`src/rtl/ccff_chain_loader.sv`:
```
// Serialises host words LSB-first into a ccff configuration chain and stops after CHAIN_LEN shifts.
// Optional readback CRC-16-CCITT over ccff_tail is built when CCFF_LOADER_READBACK_EN is defined.
module ccff_chain_loader #(
  parameter int CHAIN_LEN = 36,
  parameter int WORD_W    = 8
) (
  input  logic              prog_clk,
  input  logic              prog_reset,
  input  logic              load_start,
  input  logic [WORD_W-1:0] in_data,
  input  logic              in_valid,
  output logic              in_ready,
  output logic              ccff_head,
  input  logic              ccff_tail,
  output logic              ccff_shift_en,
  output logic              busy,
  output logic              done,
  output logic [15:0]       readback_crc
);

  localparam int CW = $clog2(CHAIN_LEN + 1);
  localparam int BW = $clog2(WORD_W + 1);
  localparam logic [CW-1:0] LAST_BIT = CW'(CHAIN_LEN - 1);
  localparam logic [BW-1:0] WORD_CNT = BW'(WORD_W);

  typedef enum logic [1:0] {IDLE, SHIFT, DONE} state_t;

  state_t            state, state_nxt;
  logic [CW-1:0]     bit_cnt, bit_cnt_nxt;
  logic [BW-1:0]     buf_cnt, buf_cnt_nxt;
  logic [WORD_W-1:0] sbuf, sbuf_nxt;
  logic              accept;
  int                remain;

  always_ff @(posedge prog_clk) begin
    if (prog_reset) begin
      state   <= IDLE;
      bit_cnt <= '0;
      buf_cnt <= '0;
      sbuf    <= '0;
    end else begin
      state   <= state_nxt;
      bit_cnt <= bit_cnt_nxt;
      buf_cnt <= buf_cnt_nxt;
      sbuf    <= sbuf_nxt;
    end
  end

  always_comb begin
    state_nxt     = state;
    bit_cnt_nxt   = bit_cnt;
    buf_cnt_nxt   = buf_cnt;
    sbuf_nxt      = sbuf;
    in_ready      = 1'b0;
    ccff_shift_en = 1'b0;
    ccff_head     = 1'b0;
    busy          = 1'b0;
    done          = 1'b0;
    accept        = 1'b0;
    remain        = 0;
    case (state)
      IDLE: begin
        if (load_start) begin
          state_nxt   = SHIFT;
          bit_cnt_nxt = '0;
          buf_cnt_nxt = '0;
          sbuf_nxt    = '0;
        end
      end
      SHIFT: begin
        busy          = 1'b1;
        // Taking a word while the last buffered bit leaves keeps the stream gap-free.
        in_ready      = (buf_cnt == '0) ||
                        (buf_cnt == BW'(1) && bit_cnt < LAST_BIT);
        ccff_shift_en = (buf_cnt != '0);
        ccff_head     = ccff_shift_en & sbuf[0];
        accept        = in_valid & in_ready;
        if (ccff_shift_en) begin
          sbuf_nxt    = sbuf >> 1;
          buf_cnt_nxt = buf_cnt - BW'(1);
          bit_cnt_nxt = bit_cnt + CW'(1);
          if (bit_cnt == LAST_BIT) state_nxt = DONE;
        end
        if (accept) begin
          // Bits still owed to the chain after this edge; surplus word bits are dropped.
          remain      = CHAIN_LEN - int'(bit_cnt) - int'(ccff_shift_en);
          sbuf_nxt    = in_data;
          buf_cnt_nxt = (remain < WORD_W) ? BW'(remain) : WORD_CNT;
        end
      end
      DONE: begin
        done      = 1'b1;
        state_nxt = IDLE;
      end
      default: state_nxt = IDLE;
    endcase
  end

`ifdef CCFF_LOADER_READBACK_EN
  logic [15:0] crc;
  logic        crc_fb;

  assign crc_fb = crc[15] ^ ccff_tail;

  always_ff @(posedge prog_clk) begin
    if (prog_reset) begin
      crc <= 16'hFFFF;
    end else if (state == IDLE && load_start) begin
      crc <= 16'hFFFF;
    end else if (ccff_shift_en) begin
      crc <= {crc[14:0], 1'b0} ^ (crc_fb ? 16'h1021 : 16'h0000);
    end
  end

  assign readback_crc = crc;
`else
  logic unused_tail;
  assign unused_tail  = ccff_tail;
  assign readback_crc = 16'hFFFF;
`endif

endmodule
```
`config.mk`:
```
export PLATFORM = sky130hd
export DESIGN_NAME = ccff_chain_loader
export DESIGN_NICKNAME = d
export VERILOG_FILES = /design/src/rtl/ccff_chain_loader.sv
export SDC_FILE = /design/constraint.sdc
export NUM_CORES = 1
export LEC_CHECK = 0
export BUFFER_PORTS_ARGS = -buffer_cell sky130_fd_sc_hd__buf_2
export CAP_MARGIN = 0
export CORE_AREA = 3 3 56 58
export CTS_CLUSTER_SIZE = 28
export DETAILED_ROUTE_END_ITERATION = 12
export DIE_AREA = 0 0 59 61
export GPL_ROUTABILITY_DRIVEN = 0
export PLACE_DENSITY = 0.76
export RECOVER_POWER = 50
export SYNTH_ARGS = -nofsm -noshare
export SYNTH_HDL_FRONTEND = slang
export SYNTH_SLANG_ARGS = --single-unit
export TNS_END_PERCENT = 10
```
`constraint.sdc`:
```
create_clock -name prog_clk -period 3.05 [get_ports prog_clk]
set_input_delay 0.305 -clock prog_clk [delete_from_list [all_inputs] [get_ports prog_clk]]
set_output_delay 0.305 -clock prog_clk [all_outputs]
set_load 0.005 [all_outputs]
```
==> reports/qor.yml, run 1 <==
run_status:
  status: "complete, no violations"
synthesis:
  syn_inst: 171
  netlist_top_cells_area: "dfxtp_1 (29%), buf_4 (8.6%), a21oi_1 (6.8%), ha_1 (6.3%), nor2_1 (4.0%)"
  synth-seq-cells: 20
  syn-mean-instance-area_um2: 8.14
  synth_edf_count: 0
  synth_seq_area_share: 0.288
  synthFlopType: "dfxtp_1"
  synthDistinctLibCells: 45
  synth_top_area_frac: 0.288
  synth_area_mm2: 0.00139
  async_flop_share: 0
  yosysTopAreaCell: "dfxtp_1"
  yosys_warnings: 0
placed_design:
  place_inst: 213
  dp_hpwl_mm: 2.27
  dpl-instance-area_mm2: 0.00143
  numPortBuffers: 16
worst_setup_path:
  endpoint_kind: "flip-flop"
  crit_fanout: 5
  crit_required_ps: 3310
  crit_type: "flip-flop to flip-flop"
  cp.arrival_ps: 2850
  slowest_stage: "dfxtp_1"
  crit_path_max_incr_delay_ps: 410
  crit_top_cell: "ha_1"
  cp-start-kind: "flip-flop"
  cp_cell_sequence: "inv_1, ha_1, nor3b_1, inv_2, ha_1, ha_1, inv_1, or3b_1, xor3_1, a2bb2oi_1, a2bb2oi_1"
timing:
  rsz0062_at_grt: "no"
  fin_crit_sh: 0.849
  timing.setup.tns_ps: 0
  holdWs_ps: 248
  worst_pin_slew_ps: 692
  finalSetupViolations: 0
  fin_skew_ps: 8.34
  hold_violations: 0
  slew_headroom: 0.533
  finalMaxSlewViolations: 0
  max_freq_ghz: 0.386
  timing.final.crit_period_ps: 2590
floorplanning:
  core-area_mm2: 0.00271
  io_pins: 34
  dieArea_mm2: 0.00360
  chipHeight_um: 61
  rows: 19
  initial_utilization: 0.513
  die_x_um: 59
cells_and_area:
  drive_above_1_share: 0.134
  final_area_mm2: 0.00146
  finalNonFillerCells: 217
  n_antenna_cell: 0
  mostFrequentLayoutCells: "dfxtp_1 (20), a21oi_1 (19), conb_1 (16), nor2_1 (15), buf_2 (15)"
  area_delta_synth_final_pct: 5.22
  layout_commonest_cell: "dfxtp_1"
  n_fill_cell: 251
  final_nets: 207
global_route:
  grt_pass1_vias: 1137
  grt_max_degree: 15
  grt_use_total: 0.177
  grt_pass1_wl_mm: 4.89
  gr-total-overflow: 0
  antenna_found_initial: 0
route:
  via_per_inst: 5.55
  postRouteAntennaNets: 0
  drc: 0
  first_pass_iters: 4
  drtIter0Drc: 67
  vias: 1205
  wl_per_cell_um: 13.9
  routed_wl_mm: 3.03
worst_hold_path:
  hp-class: "input pin to flip-flop"
power:
  power_density_mw_per_mm2: 478
  power.total_uw: 699
  p_leak_nw: 0.627
  vdd_drop_max_uv: 463
cts:
  cts_buffers: 3
  postCtsSetupBuffers: 0
  cts.clk_slew.worst_paths_ps: 120
  cts_root_buffer: "clkbuf_4"
  cts.repair.resized: 0
  cts_sinks: 20
  clock_latency_ps: 320
  htreeDepth: 1
  cts_tree: "done"
  cts.path.max_buffers: 2
  postCtsHoldBufs: 0
job:
  drv_cap: 0
==> area by class of cell <==
type,count,area [um^2],share of cell area
Multi-Input combinational cell,131,833,0.569
Sequential cell,20,400,0.274
Timing Repair Buffer,19,93.8,0.0641
Inverter,12,45.0,0.0308
Tap cell,31,38.8,0.0265
Clock inverter,1,30.0,0.0205
Clock buffer,3,22.5,0.0154
==> metrics by stage <==
step                      worst slack (ps)  utilization
final                                  460        0.540
after detailed placement               488        0.529
after global routing                   270        0.540
after global placement                 579        0.529
after floorplan                        576            -
after CTS                              451        0.548
==> where the power goes <==
part	internal, mW	switching, mW	leakage (nW)	total, mW
Sequential	0.273	0.0154	0.162	0.288
Clock	0.133	0.0889	0.0279	0.222
Combinational	0.0704	0.118	0.437	0.189
==> flip-flops by register name, indices dropped and copies added (netlist names) <==
signal,cells
bit_cnt,6
sbuf,8
buf_cnt,4
state,2
==> synth_stat cells, types with 2 or more instances <==
library cell	number
a211oi_1	3
a21o_1	4
a21oi_1	19
a22oi_1	2
a2bb2oi_1	2
buf_2	2
buf_4	16
clkbuf_1	4
dfxtp_1	20
ha_1	7
inv_1	11
nand2_1	11
nand2b_1	3
nand3b_1	2
nor2_1	15
nor3_1	4
o21ai_0	3
o21bai_1	2
o31ai_1	7
o41ai_1	2
o41ai_2	2
xnor2_1	5
xor2_1	3
==> cell families after synthesis <==
logic type,share of synthesized area
AO/OA/AOI/OAI,0.253
AND/OR/NAND/NOR,0.182
buffers and inverters,0.145
flip-flops,0.288
XOR/XNOR,0.0674
adder cells (fa/ha/maj),0.0629
other,0.00270
==> worst max-delay path: cells and delay by family, from the launching register on <==
family	cells	cell delay, ps
buffers and inverters	3	190
AND/OR/NAND/NOR	2	540
AO/OA/AOI/OAI	2	610
XOR/XNOR	1	200
flip-flops	1	410
adder cells (fa/ha/maj)	3	580
==> worst paths after layout <==
check                           startpoint         end  slack (ps)  cells past startpoint
worst max register to register  buf_cnt[0]  buf_cnt[3]         460                     11
worst min-delay path            in_data[7]     sbuf[7]         250                      3
worst min register to register     sbuf[0]     sbuf[0]         470                      2
worst max-delay path            buf_cnt[0]  buf_cnt[3]         460                     11
==> metal layers <==
layer	track usage	wire length [um]	up-vias
li1	-	-	600
met1	0.215	1320	558
met2	0.314	1490	40
met3	0.0383	165	7
met4	0.0518	45	0
met5	0	0	-
(Power assumes the default switching activity.)
==> run 2, diff against run 1 <==
- clock period: 3.05 -> 2.5 ns (I/O delays scaled with it)
==> reports/qor.yml, run 2 (synthesis results as in run 1) <==
cts:
  cts_buffers: 3
  cts_root_buffer: "clkbuf_4"
  cts_tree: "done"
  htreeDepth: 1
  clock_latency_ps: 310
  cts.clk_slew.worst_paths_ps: 110
  cts.path.max_buffers: 2
  cts_sinks: 20
  postCtsHoldBufs: 0
worst_setup_path:
  cp-start-kind: "flip-flop"
  endpoint_kind: "flip-flop"
  crit_type: "flip-flop to flip-flop"
  crit_fanout: 4
  cp.arrival_ps: 2630
  crit_required_ps: 2720
placed_design:
  numPortBuffers: 16
  dpl-instance-area_mm2: 0.00148
  dp_hpwl_mm: 2.32
route:
  postRouteAntennaNets: 0
  first_pass_iters: 4
  via_per_inst: 5.55
  drtIter0Drc: 65
  vias: 1233
  routed_wl_mm: 3.03
  drc: 0
  wl_per_cell_um: 13.6
cells_and_area:
  regMostFlops: "sbuf"
  final_area_mm2: 0.00155
  layout_commonest_cell: "a21oi_1"
  final_nets: 212
  area_delta_synth_final_pct: 11.6
  largest_reg_flops: 8
  n_antenna_cell: 0
  seqCellArea_um2: 403
  multi_input_area_um2: 875
  drive_above_1_share: 0.220
  mostFrequentLayoutCells: "a21oi_1 (19), dfxtp_1 (18), conb_1 (16), nor2_1 (15), buf_2 (14)"
  largestRegisters: "sbuf x8, bit_cnt x6, buf_cnt x4"
  n_fill_cell: 251
floorplanning:
  initial_utilization: 0.513
  die_x_um: 59
  dieArea_mm2: 0.00360
  chipHeight_um: 61
  io_pins: 34
  rows: 19
  core-area_mm2: 0.00271
timing:
  rsz0062_at_grt: "yes"
  holdWs_ps: 201
  max_freq_ghz: 0.415
  fin_skew_ps: 9.99
  worst_pin_slew_ps: 554
  timing.final.crit_period_ps: 2410
  hold_violations: 0
  finalSetupViolations: 0
  fin_crit_sh: 0.965
  finalMaxSlewViolations: 0
  slew_headroom: 0.630
global_route:
  antenna_found_initial: 0
  grtUsageMet3: 0.0383
  top_usage_layer: "met2"
  use_met1: 0.236
  grt_pass1_wl_mm: 4.91
  grtUsageMet2: 0.292
  grt_max_degree: 15
  gr-total-overflow: 0
  grt_use_total: 0.178
  grt_pass1_vias: 1084
power:
  vdd_drop_max_uv: 619
  power_density_mw_per_mm2: 572
  p_leak_nw: 0.680
run_status:
  status: "complete, no violations"
job:
  drv_cap: 0
worst_hold_path:
  hp-class: "input pin to flip-flop"
[run 2: cell count changes in the layout (fill, tap and decap cells not counted), sizes merged]
cell / previous run / this run
buf: 16 / 22
clkbuf: 6 / 5
[run 2: where the power goes]
| group | internal, mW | leakage, nW | switching, mW |
|---|---|---|---|
| clock network | 0.162 | 0.0279 | 0.108 |
| logic | 0.114 | 0.489 | 0.157 |
| registers | 0.334 | 0.163 | 0.0129 |
| total | 0.610 | 0.680 | 0.278 |
[run 2: critical path: stages, from the launching register on]
cell	delay (ps)
dfxtp_2	350
inv_1	70
ha_2	190
nor3b_2	160
inv_2	70
ha_2	170
ha_2	180
inv_1	40
or3b_1	370
xor3_1	200
a2bb2oi_2	210
o41ai_2	320
[run 2: area by class of cell]
| type | instances | area share |
|---|---|---|
| Sequential cell | 20 | 0.259 |
| Timing Repair Buffer | 24 | 0.0894 |
| Multi-Input combinational cell | 131 | 0.563 |
| Inverter | 12 | 0.0290 |
| Clock inverter | 1 | 0.0193 |
| Tap cell | 31 | 0.0250 |
| Clock buffer | 3 | 0.0145 |
[run 2: what timing repair did]
item	in CTS	in global routing
gates resized for setup	5	3
hold endpoints to repair	0	0
setup endpoints to repair	3	3
buffers inserted	0	0
[run 2: final timing paths]
path | start | to | slack (ps) | cells after the start
setup / recovery | buf_cnt[1] | buf_cnt[2] | 90 | 11
hold / removal | in_data[7] | sbuf[7] | 200 | 3
setup reg to reg | buf_cnt[1] | buf_cnt[2] | 90 | 11
hold reg to reg | sbuf[0] | sbuf[0] | 460 | 2
[run 2: through the flow]
step	utilization	setup TNS [ps]	std cells	worst slack [ps]	total power, mW
floorplan	-	0	186	25.8	0.538
global placement	0.545	0	219	73.9	0.598
detailed placement	0.545	-48.9	219	-47.1	0.608
CTS	0.570	0	223	4.35	0.883
global route	0.573	-114	222	-42.1	0.936
finish	0.573	0	222	88.0	0.888
[run 2: metal layers]
metal  part of all wire  up-vias  wire [um]
met5                  0        -          0
met4                  0        0          0
met3              0.074        0        224
met2               0.50       47       1510
met1               0.43      571       1290
li1                   -      615          -
==> run 3, diff against run 2 <==
- ABC_AREA: unset -> 1
- CELL_PAD_IN_SITES_DETAIL_PLACEMENT: unset -> 0
- CELL_PAD_IN_SITES_GLOBAL_PLACEMENT: unset -> 2
- CORE_AREA: 3 3 56 58 -> 2 2 75 77
- DIE_AREA: 0 0 59 61 -> 0 0 77 79
- PLACE_DENSITY: 0.76 -> unset
- PLACE_DENSITY_LB_ADDON: unset -> 0.1
==> reports/qor.yml, run 3 <==
run_status:
  status: "complete, no violations"
synthesis:
  synth_area_mm2: 0.00149
  syn_inst: 220
  synthFlopType: "dfxtp_1"
  netlist_top_cells_area: "dfxtp_1 (27%), nand2_1 (14%), buf_4 (8.6%), a21oi_2 (7.6%), inv_1 (7.3%)"
  async_flop_share: 0
  yosys_warnings: 0
  yosysMostFrequentCell: "nand2_1"
  yosysTopAreaCell: "dfxtp_1"
  synth-seq-cells: 20
  synth_top_area_frac: 0.268
  synthDistinctLibCells: 29
  synth_seq_area_share: 0.268
  synthTopCellsByCount: "nand2_1 (57), inv_1 (29), dfxtp_1 (20)"
  syn-mean-instance-area_um2: 6.78
  synth_edf_count: 0
placed_design:
  dp_hpwl_mm: 2.57
  dpl-instance-area_mm2: 0.00156
  pre_cts_ws_ps: 391
  numPortBuffers: 16
route:
  via_per_inst: 4.07
  drc: 0
  vias: 1241
  met2_wirelength_mm: 1.66
  wl_met1_mm: 1.55
  wl_per_cell_um: 10.8
  routed_wl_mm: 3.31
  highest_layer: "met4"
  first_pass_iters: 4
  postRouteAntennaNets: 0
  wl_met3_um: 68
  drtIter0Drc: 32
floorplanning:
  dieArea_mm2: 0.00608
  core-area_mm2: 0.00534
  initial_utilization: 0.279
  chipHeight_um: 79
  die_x_um: 77
  io_pins: 34
  rows: 27
worst_setup_path:
  setup.worst_path.start: "buf_cnt[0]"
  setup.worst_path.end: "buf_cnt[1]"
  endpoint_kind: "flip-flop"
  crit_type: "flip-flop to flip-flop"
  r2r_cells: 15
  crit_fanout: 5
  reg2reg_slack_ps: 410
  timing.rr.end: "buf_cnt[1]"
  r2r_start: "buf_cnt[0]"
  cp-start-kind: "flip-flop"
  cp.arrival_ps: 2290
  crit_required_ps: 2690
power:
  power_density_mw_per_mm2: 629
  vdd_drop_max_uv: 242
  p_leak_nw: 0.711
  power.total_mw: 1.00
cts:
  postCtsHoldBufs: 0
  cts_buffers: 3
  cts_root_buffer: "clkbuf_8"
  cts.clk_slew.worst_paths_ps: 70
  cts_sinks: 20
  postCtsSetupBuffers: 0
  cts_tree: "done"
  cts.repair.resized: 0
  cts.path.max_buffers: 2
  clock_latency_ps: 250
  htreeDepth: 1
timing:
  timing.setup.tns_ps: 0
  finalMaxSlewViolations: 0
  timing.final.crit_period_ps: 2090
  finalSetupViolations: 0
  max_freq_ghz: 0.478
  fin_crit_sh: 0.837
  hold_violations: 0
  fin_skew_ps: 1.81
  rsz0062_at_grt: "no"
  setup_ws_ps: 408
global_route:
  grt_pass1_vias: 1195
  antenna_found_initial: 0
  grt_use_total: 0.114
  gr-total-overflow: 0
  grt_max_degree: 20
  grt_pass1_wl_mm: 5.48
cells_and_area:
  mostFrequentLayoutCells: "nand2_1 (60), inv_1 (30), dfxtp_1 (20), conb_1 (16), buf_2 (15)"
  n_fill_cell: 660
  largestRegisters: "sbuf x8, bit_cnt x6, buf_cnt x4"
  largest_reg_flops: 8
  utilization: 0.298
  n_antenna_cell: 0
  final_nets: 255
  drive_above_1_share: 0.172
  final_area_mm2: 0.00159
  area_delta_synth_final_pct: 6.63
  regMostFlops: "sbuf"
  layout_commonest_cell: "nand2_1"
worst_hold_path:
  hold_depth: 3
  hp-class: "input pin to flip-flop"
job:
  drv_cap: 0
run 3: cell types whose count changed after synthesis, moves of 7 or more:
| cell | previous run | this run |
|---|---|---|
| nand3_1 | 1 | 9 |
| nand2_1 | 11 | 57 |
| a21oi_1 | 19 | 11 |
| o31ai_1 | 7 | 0 |
| a21oi_2 | 0 | 13 |
| inv_1 | 11 | 29 |
run 3: cells by family (layout without fill, tap and decap cells):
logic type,Yosys count,after routing,synth area share
and+or+nand+nor,100,100,0.305
xor gates and xnor gates,4,4,0.0235
DFF,20,20,0.268
adders and majority gates,7,7,0.0587
other,1,16,0.00251
buffers and inverters,52,50,0.184
AOI/OAI and AO/OA,36,36,0.159
run 3: layout make-up:
class | count | area, um^2 | area share
tap | 72 | 90.1 | 0.0566
sequential | 20 | 400 | 0.252
multi-input combinational | 163 | 863 | 0.543
inverter | 31 | 116 | 0.0732
timing repair buffer | 16 | 78.8 | 0.0496
clock buffer | 3 | 41.3 | 0.0260
run 3: power by group:
part / total (mW) / switching (mW) / internal [mW]
Sequential: 0.373 / 0.0241 / 0.349
Combinational: 0.414 / 0.275 / 0.140
Clock: 0.214 / 0.106 / 0.107
run 3: worst max-delay path: stages, from the launching register on:
cell,delay [ps]
dfxtp_1,430
inv_1,90
ha_1,230
nand2_1,120
ha_1,200
ha_1,200
nand3_1,80
nor2_1,110
nand2_1,60
nand2_1,50
nand2_1,60
nand2_2,90
nand2_1,60
nand2_1,70
nand2_1,70
a21oi_2,100
run 3: worst min path at each step:
stage	from	end	slack [ps]
4_1_cts	in_data[0]	sbuf[0]	250
5_1_grt	in_data[7]	sbuf[7]	270
6_report	in_data[3]	sbuf[3]	270
3_3_place_gp	sbuf[1]	sbuf[1]	460
3_5_place_dp	sbuf[1]	sbuf[1]	460
2_1_floorplan	in_data[7]	sbuf[7]	410
run 3: per-layer routing:
metal	GRT usage	up-vias
li1	-	684
met3	0.0239	2
met5	0	-
met1	0.131	542
met2	0.218	13
met4	0.0214	0
run 3: through the flow:
stage / cells / hold WS, ps
after global routing: 305 / 271
after global placement: 302 / 457
after floorplan: 235 / 411
after CTS: 305 / 254
final: 305 / 267
after detailed placement: 302 / 458
